<file path="config.mk">
export PLATFORM = sky130hd
export DESIGN_NAME = noc_packetizer_flat
export DESIGN_NICKNAME = d
export VERILOG_FILES = /design/src/rtl/noc_packetizer_if.sv /design/src/rtl/noc_packetizer.sv /design/src/flat_wrapper.sv
export SDC_FILE = /design/constraint.sdc
export NUM_CORES = 1
export LEC_CHECK = 0
export BUFFER_PORTS_ARGS = -buffer_cell sky130_fd_sc_hd__buf_2
export CAP_MARGIN = 5
export CORE_MARGIN = 1
export CORE_UTILIZATION = 43
export CTS_CLUSTER_SIZE = 30
export DETAILED_ROUTE_END_ITERATION = 7
export PLACE_DENSITY = 0.75
export SKIP_CTS_REPAIR_TIMING = 1
export SLEW_MARGIN = 20
export SYNTH_ARGS = -nofsm -noshare
export SYNTH_HDL_FRONTEND = slang
export SYNTH_SLANG_ARGS = --single-unit
</file>
<file path="constraint.sdc">
create_clock -name clk -period 1.8 [get_ports clk]
set_input_delay 0.27 -clock clk [delete_from_list [all_inputs] [get_ports clk]]
set_output_delay 0.27 -clock clk [all_outputs]
set_load 0.005 [all_outputs]
</file>
<file path="src/rtl/noc_packetizer_if.sv">
// Handshake bundle between a packet source and the NoC packetizer:
// packet request, payload word stream and the outgoing flit stream.
interface noc_packetizer_if #(
  parameter int XW = 3,
  parameter int YW = 3,
  parameter int PW = 64,
  parameter int LW = 5
);
  localparam int FLIT_DATA_SIZE = 2 * (XW + YW) + PW;

  logic                      req_valid;
  logic                      req_ready;
  logic [XW-1:0]             req_x_dest;
  logic [YW-1:0]             req_y_dest;
  logic [XW+YW-1:0]          req_src;
  logic [LW-1:0]             req_len;

  logic                      pl_valid;
  logic                      pl_ready;
  logic [PW-1:0]             pl_data;

  logic                      flit_valid;
  logic                      flit_ready;
  logic [FLIT_DATA_SIZE+1:0] flit_out;

  // Packet source / router side
  modport master (
    output req_valid, req_x_dest, req_y_dest, req_src, req_len,
    input  req_ready,
    output pl_valid, pl_data,
    input  pl_ready,
    input  flit_valid, flit_out,
    output flit_ready
  );

  // Packetizer side
  modport slave (
    input  req_valid, req_x_dest, req_y_dest, req_src, req_len,
    output req_ready,
    input  pl_valid, pl_data,
    output pl_ready,
    output flit_valid, flit_out,
    input  flit_ready
  );
endinterface

</file>
<file path="src/rtl/noc_packetizer.sv">
// LOCAL-port injection stage: turns a packet request plus a stream of payload
// words into HEAD/BODY/TAIL (or HEADTAIL) flits. The head flit carries the
// source ID in the MSBs of head_pl. Flit layout, MSB first:
//   {label[1:0], x_dest, y_dest, head_pl}  or  {label[1:0], bt_pl}
//
// state  | meaning
// -------+-----------------------------------------------------------
// IDLE   | waiting for a request; output register may still be draining
// HEAD   | request latched; next payload word becomes the head flit
// STREAM | emitting BODY flits, last one labelled TAIL
module noc_packetizer #(
  parameter int MESH_SIZE_X        = 5,
  parameter int MESH_SIZE_Y        = 5,
  parameter int PAYLOAD_DATA_WIDTH = 64,
  parameter int MAX_PKT_BEATS      = 16
) (
  input  logic               clk,
  input  logic               rst,
  noc_packetizer_if.slave    bus,
  output logic               busy,
  output logic               err_len,
  output logic [15:0]        pkt_count
);

  localparam int XW  = $clog2(MESH_SIZE_X);
  localparam int YW  = $clog2(MESH_SIZE_Y);
  localparam int PW  = PAYLOAD_DATA_WIDTH;
  localparam int LW  = $clog2(MAX_PKT_BEATS + 1);
  localparam int SW  = XW + YW;
  localparam int FDS = 2 * SW + PW;
  localparam int FW  = FDS + 2;

  typedef enum logic [1:0] {
    LBL_HEAD     = 2'd0,
    LBL_BODY     = 2'd1,
    LBL_TAIL     = 2'd2,
    LBL_HEADTAIL = 2'd3
  } flit_label_t;

  typedef enum logic [1:0] {
    S_IDLE   = 2'd0,
    S_HEAD   = 2'd1,
    S_STREAM = 2'd2
  } state_t;

  state_t          state_q, state_d;
  logic [XW-1:0]   x_q, x_d;
  logic [YW-1:0]   y_q, y_d;
  logic [SW-1:0]   src_q, src_d;
  logic [LW-1:0]   rem_q, rem_d;
  logic            flit_valid_q, flit_valid_d;
  logic [FW-1:0]   flit_q, flit_d;
  logic            err_q, err_d;
  logic [15:0]     cnt_q, cnt_d;

  logic            out_free;
  logic            req_rdy;
  logic            pl_rdy;
  logic            len_ok;
  logic            last_beat;
  logic            drained_last;
  logic [1:0]      out_lbl;
  flit_label_t     lbl;

  assign out_lbl = flit_q[FW-1 -: 2];

  // Next-state, handshake and output-register load logic
  always_comb begin
    state_d      = state_q;
    x_d          = x_q;
    y_d          = y_q;
    src_d        = src_q;
    rem_d        = rem_q;
    flit_valid_d = flit_valid_q;
    flit_d       = flit_q;
    err_d        = 1'b0;
    lbl          = LBL_BODY;

    // The output register can accept a new flit if empty or draining now.
    out_free  = !flit_valid_q || bus.flit_ready;
    req_rdy   = (state_q == S_IDLE) && out_free && !rst;
    pl_rdy    = (state_q != S_IDLE) && out_free;
    len_ok    = (bus.req_len != '0) && (bus.req_len <= LW'(MAX_PKT_BEATS));
    last_beat = (rem_q == LW'(1));

    // Packets are counted when their final flit leaves, not when loaded.
    drained_last = flit_valid_q && bus.flit_ready &&
                   ((out_lbl == LBL_TAIL) || (out_lbl == LBL_HEADTAIL));
    cnt_d = cnt_q + {15'd0, drained_last};

    if (flit_valid_q && bus.flit_ready) begin
      flit_valid_d = 1'b0;
    end

    case (state_q)
      S_IDLE: begin
        if (bus.req_valid && req_rdy) begin
          if (len_ok) begin
            x_d     = bus.req_x_dest;
            y_d     = bus.req_y_dest;
            src_d   = bus.req_src;
            rem_d   = bus.req_len;
            state_d = S_HEAD;
          end else begin
            // Bad length: request is consumed and dropped.
            err_d = 1'b1;
          end
        end
      end
      S_HEAD: begin
        if (bus.pl_valid && pl_rdy) begin
          lbl          = last_beat ? LBL_HEADTAIL : LBL_HEAD;
          flit_valid_d = 1'b1;
          flit_d       = {lbl, x_q, y_q, src_q, bus.pl_data};
          rem_d        = rem_q - LW'(1);
          state_d      = last_beat ? S_IDLE : S_STREAM;
        end
      end
      S_STREAM: begin
        if (bus.pl_valid && pl_rdy) begin
          lbl          = last_beat ? LBL_TAIL : LBL_BODY;
          flit_valid_d = 1'b1;
          flit_d       = {lbl, {(2*SW){1'b0}}, bus.pl_data};
          rem_d        = rem_q - LW'(1);
          state_d      = last_beat ? S_IDLE : S_STREAM;
        end
      end
      default: begin
        state_d = S_IDLE;
      end
    endcase
  end

  // State and datapath registers; reset drops any packet in flight
  always_ff @(posedge clk) begin
    if (rst) begin
      state_q      <= S_IDLE;
      x_q          <= '0;
      y_q          <= '0;
      src_q        <= '0;
      rem_q        <= '0;
      flit_valid_q <= 1'b0;
      flit_q       <= '0;
      err_q        <= 1'b0;
      cnt_q        <= '0;
    end else begin
      state_q      <= state_d;
      x_q          <= x_d;
      y_q          <= y_d;
      src_q        <= src_d;
      rem_q        <= rem_d;
      flit_valid_q <= flit_valid_d;
      flit_q       <= flit_d;
      err_q        <= err_d;
      cnt_q        <= cnt_d;
    end
  end

  assign bus.req_ready  = req_rdy;
  assign bus.pl_ready   = pl_rdy;
  assign bus.flit_valid = flit_valid_q;
  assign bus.flit_out   = flit_q;
  assign busy           = (state_q != S_IDLE) || flit_valid_q;
  assign err_len        = err_q;
  assign pkt_count      = cnt_q;

endmodule

</file>
<file path="src/flat_wrapper.sv">
// flat-port wrapper written by rule: the top's interface ports become plain ports
module noc_packetizer_flat 
#(
  parameter int MESH_SIZE_X        = 5,
  parameter int MESH_SIZE_Y        = 5,
  parameter int PAYLOAD_DATA_WIDTH = 64,
  parameter int MAX_PKT_BEATS      = 16
)
  (clk, rst, busy, err_len, pkt_count, bus_req_valid, bus_req_x_dest, bus_req_y_dest, bus_req_src, bus_req_len, bus_req_ready, bus_pl_valid, bus_pl_data, bus_pl_ready, bus_flit_valid, bus_flit_out, bus_flit_ready);
  noc_packetizer_if #(.XW((3)), .YW((3)), .PW((64)), .LW((5))) bus_i ();
  input  logic clk;
  input  logic rst;
  output logic busy;
  output logic err_len;
  output logic [15:0] pkt_count;
  input wire logic [$bits(bus_i.req_valid)-1:0] bus_req_valid;
  input wire logic [$bits(bus_i.req_x_dest)-1:0] bus_req_x_dest;
  input wire logic [$bits(bus_i.req_y_dest)-1:0] bus_req_y_dest;
  input wire logic [$bits(bus_i.req_src)-1:0] bus_req_src;
  input wire logic [$bits(bus_i.req_len)-1:0] bus_req_len;
  output wire logic [$bits(bus_i.req_ready)-1:0] bus_req_ready;
  input wire logic [$bits(bus_i.pl_valid)-1:0] bus_pl_valid;
  input wire logic [$bits(bus_i.pl_data)-1:0] bus_pl_data;
  output wire logic [$bits(bus_i.pl_ready)-1:0] bus_pl_ready;
  output wire logic [$bits(bus_i.flit_valid)-1:0] bus_flit_valid;
  output wire logic [$bits(bus_i.flit_out)-1:0] bus_flit_out;
  input wire logic [$bits(bus_i.flit_ready)-1:0] bus_flit_ready;
  assign bus_i.req_valid = bus_req_valid;
  assign bus_i.req_x_dest = bus_req_x_dest;
  assign bus_i.req_y_dest = bus_req_y_dest;
  assign bus_i.req_src = bus_req_src;
  assign bus_i.req_len = bus_req_len;
  assign bus_req_ready = bus_i.req_ready;
  assign bus_i.pl_valid = bus_pl_valid;
  assign bus_i.pl_data = bus_pl_data;
  assign bus_pl_ready = bus_i.pl_ready;
  assign bus_flit_valid = bus_i.flit_valid;
  assign bus_flit_out = bus_i.flit_out;
  assign bus_i.flit_ready = bus_flit_ready;
  noc_packetizer #(.MESH_SIZE_X(MESH_SIZE_X), .MESH_SIZE_Y(MESH_SIZE_Y), .PAYLOAD_DATA_WIDTH(PAYLOAD_DATA_WIDTH), .MAX_PKT_BEATS(MAX_PKT_BEATS)) u_core (.clk(clk), .rst(rst), .bus(bus_i), .busy(busy), .err_len(err_len), .pkt_count(pkt_count));
endmodule
</file>
==> run_summary.xml <==
<?xml version="1.0" encoding="UTF-8"?>
<metrics>
  <group name="grt">
    <metric name="antenna_found_initial" unit="">0</metric>
    <metric name="gr-max-usage-layer" unit="">met2</metric>
    <metric name="fraction_of_met3_tracks_used_by_global_routing" unit="%">4.49</metric>
    <metric name="total_congestion_overflow" unit="">0</metric>
    <metric name="gr-usage-met1" unit="%">24.6</metric>
    <metric name="first_global_vias" unit="">3955</metric>
    <metric name="grt_usage" unit="%">20.4</metric>
    <metric name="grt_max_degree" unit="">57</metric>
    <metric name="grt_first_pass_wirelength" unit="um">18300</metric>
    <metric name="grt_use_met2" unit="%">35.1</metric>
  </group>
  <group name="cts">
    <metric name="h-tree-depth" unit="">4</metric>
    <metric name="tritoncts" unit="">done</metric>
    <metric name="path_clk_slew" unit="ns">0.06</metric>
    <metric name="clock_sink_count" unit="">115</metric>
    <metric name="clockBufferDepth" unit="">2</metric>
    <metric name="cts_made_buffers" unit="">17</metric>
    <metric name="root_driver" unit="">clkbuf_8</metric>
    <metric name="clk_latency" unit="ns">0.49</metric>
  </group>
  <group name="critical_path">
    <metric name="worst-endpoint-required" unit="ns">2.20</metric>
    <metric name="timing.critical_path.fanout_max" unit="">6</metric>
    <metric name="cp_slowest_cell" unit="">dfxtp_2</metric>
    <metric name="start_kind" unit="">flop</metric>
    <metric name="crit_family" unit="">buffers and inverters</metric>
    <metric name="crit_path_end_kind" unit="">flop</metric>
    <metric name="rrSetupSlack" unit="ns">0.03</metric>
    <metric name="path_class" unit="">flop to flop</metric>
    <metric name="crit_path_max_incr_delay" unit="ns">0.33</metric>
    <metric name="crit_arrival" unit="ns">2.17</metric>
    <metric name="cp_cell_sequence" unit="">inv_2 &gt; buf_4 &gt; ha_2 &gt; nor2_2 &gt; buf_4 &gt; o21ai_4 &gt; buf_12 &gt; buf_6 &gt; nand2_1 &gt; a21oi_1</metric>
    <metric name="cp_num_buf_inv" unit="">5</metric>
    <metric name="crit_top_cell" unit="">buf_4</metric>
  </group>
  <group name="yosys">
    <metric name="sequential_fraction_of_the_synthesis_area" unit="%">50.6</metric>
    <metric name="synth-main-ff-cell" unit="">dfxtp_1</metric>
    <metric name="ys_seq_elements" unit="">115</metric>
    <metric name="synth_area_in_compound_gates" unit="%">13.0</metric>
    <metric name="async_flop_share" unit="%">0</metric>
    <metric name="number_of_flops_mapped_to_enable_cells_by_yosys" unit="">0</metric>
    <metric name="number_of_warnings_issued_by_yosys" unit="">0</metric>
    <metric name="synth-adder-area-share" unit="%">2.47</metric>
    <metric name="synth_xor_xnor_area_share" unit="%">2.89</metric>
    <metric name="syn-num-nets" unit="">628</metric>
    <metric name="yosys-mux-area-fraction" unit="%">3.08</metric>
    <metric name="synth_top_family_by_area" unit="">simple AND/OR/NAND/NOR gates</metric>
    <metric name="yosys.cell_types.count" unit="">42</metric>
    <metric name="syn-mean-instance-area" unit="um2">8.54</metric>
    <metric name="mappedNetlistArea" unit="um2">4550</metric>
    <metric name="post_synth_inst_count" unit="">533</metric>
    <metric name="synthSimpleGateAreaFrac" unit="%">23.3</metric>
  </group>
  <group name="job">
    <metric name="number_of_violations_of_the_max_capacitance_limit" unit="">0</metric>
  </group>
  <group name="power">
    <metric name="powerDensity" unit="nW/um2">1530</metric>
    <metric name="peakVddDrop" unit="mV">0.757</metric>
    <metric name="cellLeakagePower" unit="uW">0.00292</metric>
  </group>
  <group name="placed_design">
    <metric name="gp_routability_congestion" unit="">0.862</metric>
    <metric name="io_buffer_count" unit="">184</metric>
    <metric name="estimated_wirelength_of_the_detail_placed_design" unit="um">7970</metric>
  </group>
  <group name="sta">
    <metric name="drv_slew" unit="">0</metric>
    <metric name="slew-limit-headroom" unit="%">60.3</metric>
    <metric name="final-setup-viol-count" unit="">0</metric>
    <metric name="fin_setup_tns" unit="ns">0</metric>
    <metric name="grt_setup_unrepaired" unit="">true</metric>
    <metric name="minimum_period_implied_by_the_final_worst_setup_slack" unit="ns">1.77</metric>
    <metric name="maxClockFrequency" unit="MHz">566</metric>
    <metric name="max_slew.worst_pin.slew" unit="ns">0.596</metric>
    <metric name="min_period_over_period" unit="%">98.2</metric>
    <metric name="hold_viol_final" unit="">0</metric>
    <metric name="fin_worst_hold_slack" unit="ns">0.0136</metric>
    <metric name="worst_clock_skew" unit="ns">0.0116</metric>
  </group>
  <group name="hold_path">
    <metric name="worst_hold_path_type" unit="">input pin to flop</metric>
  </group>
  <group name="cells_and_area">
    <metric name="multi_input_combinational_cell_area" unit="um2">2110</metric>
    <metric name="n_fill_cell" unit="">874</metric>
    <metric name="area_growth_syn_to_layout" unit="%">44.7</metric>
    <metric name="post_route_cells_drive_above_1_share" unit="%">36.1</metric>
    <metric name="antenna-diode-count" unit="">0</metric>
    <metric name="layout.cells.most_common_list" unit="">buf_2 (183), nand2_1 (148), dfxtp_1 (113)</metric>
    <metric name="layout.area.seq" unit="um2">2300</metric>
    <metric name="final_nets" unit="">830</metric>
    <metric name="layout_commonest_cell" unit="">buf_2</metric>
  </group>
  <group name="run_status">
    <metric name="status" unit="">finished, final reports clean</metric>
  </group>
  <group name="floorplanning">
    <metric name="core_area" unit="um2">10300</metric>
    <metric name="die_x" unit="um">105</metric>
    <metric name="die_area" unit="um2">11000</metric>
    <metric name="initial_core_util" unit="%">44.3</metric>
    <metric name="row_count" unit="">37</metric>
    <metric name="die_height" unit="um">105</metric>
    <metric name="design.portCount" unit="">185</metric>
  </group>
  <group name="route">
    <metric name="routed_via_density" unit="">5.02</metric>
    <metric name="ant_nets" unit="">0</metric>
    <metric name="via_count" unit="">4437</metric>
    <metric name="routedWlPerCell" unit="um">14.1</metric>
    <metric name="dr.first_iter.drc_count" unit="">328</metric>
    <metric name="drt_pass1_iterations" unit="">4</metric>
    <metric name="detail_route.drc_violations" unit="">0</metric>
    <metric name="routed_wirelength" unit="um">12500</metric>
  </group>
</metrics>
-- cells in the mapped netlist (2+ instances only) --
cell type,count,area (um2)
and3_1,4,25.0
buf_2,12,60.1
a31oi_1,2,12.5
o31ai_1,2,15.0
nor2b_1,7,43.8
ha_1,9,113
buf_4,4,30.0
nand3_1,9,45.0
buf_1,2,7.51
nor2_1,32,120
nand4b_1,2,17.5
o32ai_1,3,26.3
o21ai_0,4,20.0
nand2b_1,5,31.3
nand2_1,149,559
inv_1,5,18.8
or3_1,3,18.8
nor3_1,4,20.0
a211oi_1,3,22.5
dfxtp_1,115,2300
xor2_1,8,70.1
clkbuf_1,13,48.8
mux2i_1,14,140
a211oi_2,2,25.0
a21oi_1,82,410
nand3b_1,12,90.1
xnor2_1,7,61.3
buf_6,4,45.0
nand4_1,2,12.5
-- where the power goes --
part	total, uW	switching [uW]	internal, uW
Combinational	3210	1690	1520
Clock	3540	1170	2370
Sequential	3350	273	3070
Total	10100	3130	6960
-- layer usage --
layer  share of wire, %  wire (um)
met1                 43       5300
met5                  0          0
met4                1.7        206
met2                 51       6320
met3                5.1        638
-- registers in the layout, indices dropped and copies added, names as in the netlist --
signal                 flops
u_core.x_q                 3
u_core.src_q               6
u_core.pkt_count          16
u_core.rem_q               5
u_core.bus.flit_valid      1
u_core.err_len             1
u_core.state_q             2
u_core.y_q                 3
u_core.bus.flit_out       78
-- stage by stage --
stage | util (%) | instances | setup WS (ns) | area (um2) | power, uW
finish | 64.1 | 884 | 0.0325 | 6590 | 10100
global route | 64.1 | 884 | -0.0653 | 6590 | 10600
CTS | 61.5 | 872 | -0.196 | 6320 | 9600
detailed placement | 55.3 | 840 | -0.0372 | 5680 | 6050
global placement | 55.3 | 840 | 0.0549 | 5680 | 5960
floorplan | - | 533 | 0.00190 | 4550 | 4990
-- worst min-delay path, stage by stage --
cell     delay (ns)
buf_2          0.07
mux2i_1        0.05
nor2_1         0.07
-- worst paths after layout --
kind | start | cells past startpoint | endpoint
worst max-delay path | u_core.state_q[0] | 10 | u_core.bus.flit_out[43]
worst min-delay path | bus_req_src[0] | 3 | u_core.src_q[0]
worst max register to register | u_core.state_q[0] | 10 | u_core.bus.flit_out[43]
worst min register to register | u_core.bus.flit_out[10] | 2 | u_core.bus.flit_out[10]
-- cells by family (layout without fill, tap and decap cells) --
family                   after synthesis  after routing
AND/OR/NAND/NOR                      236            236
flip-flops                           115            115
AO/OA/AOI/OAI                        103            103
buffers and inverters                 41            256
XOR/XNOR                              15             15
multiplexers                          14             14
adder cells (fa/ha/maj)                9              9
-- area by class of cell --
cell class / instances / share of cell area, %
clock buffers: 21 / 6.97
clock inverters: 11 / 2.68
inverters: 6 / 0.342
multi-input cells: 377 / 32.0
flip-flops and latches: 115 / 35.0
well taps: 136 / 2.58
repair buffers: 218 / 20.5
Power figures use the tool's default switching activity.
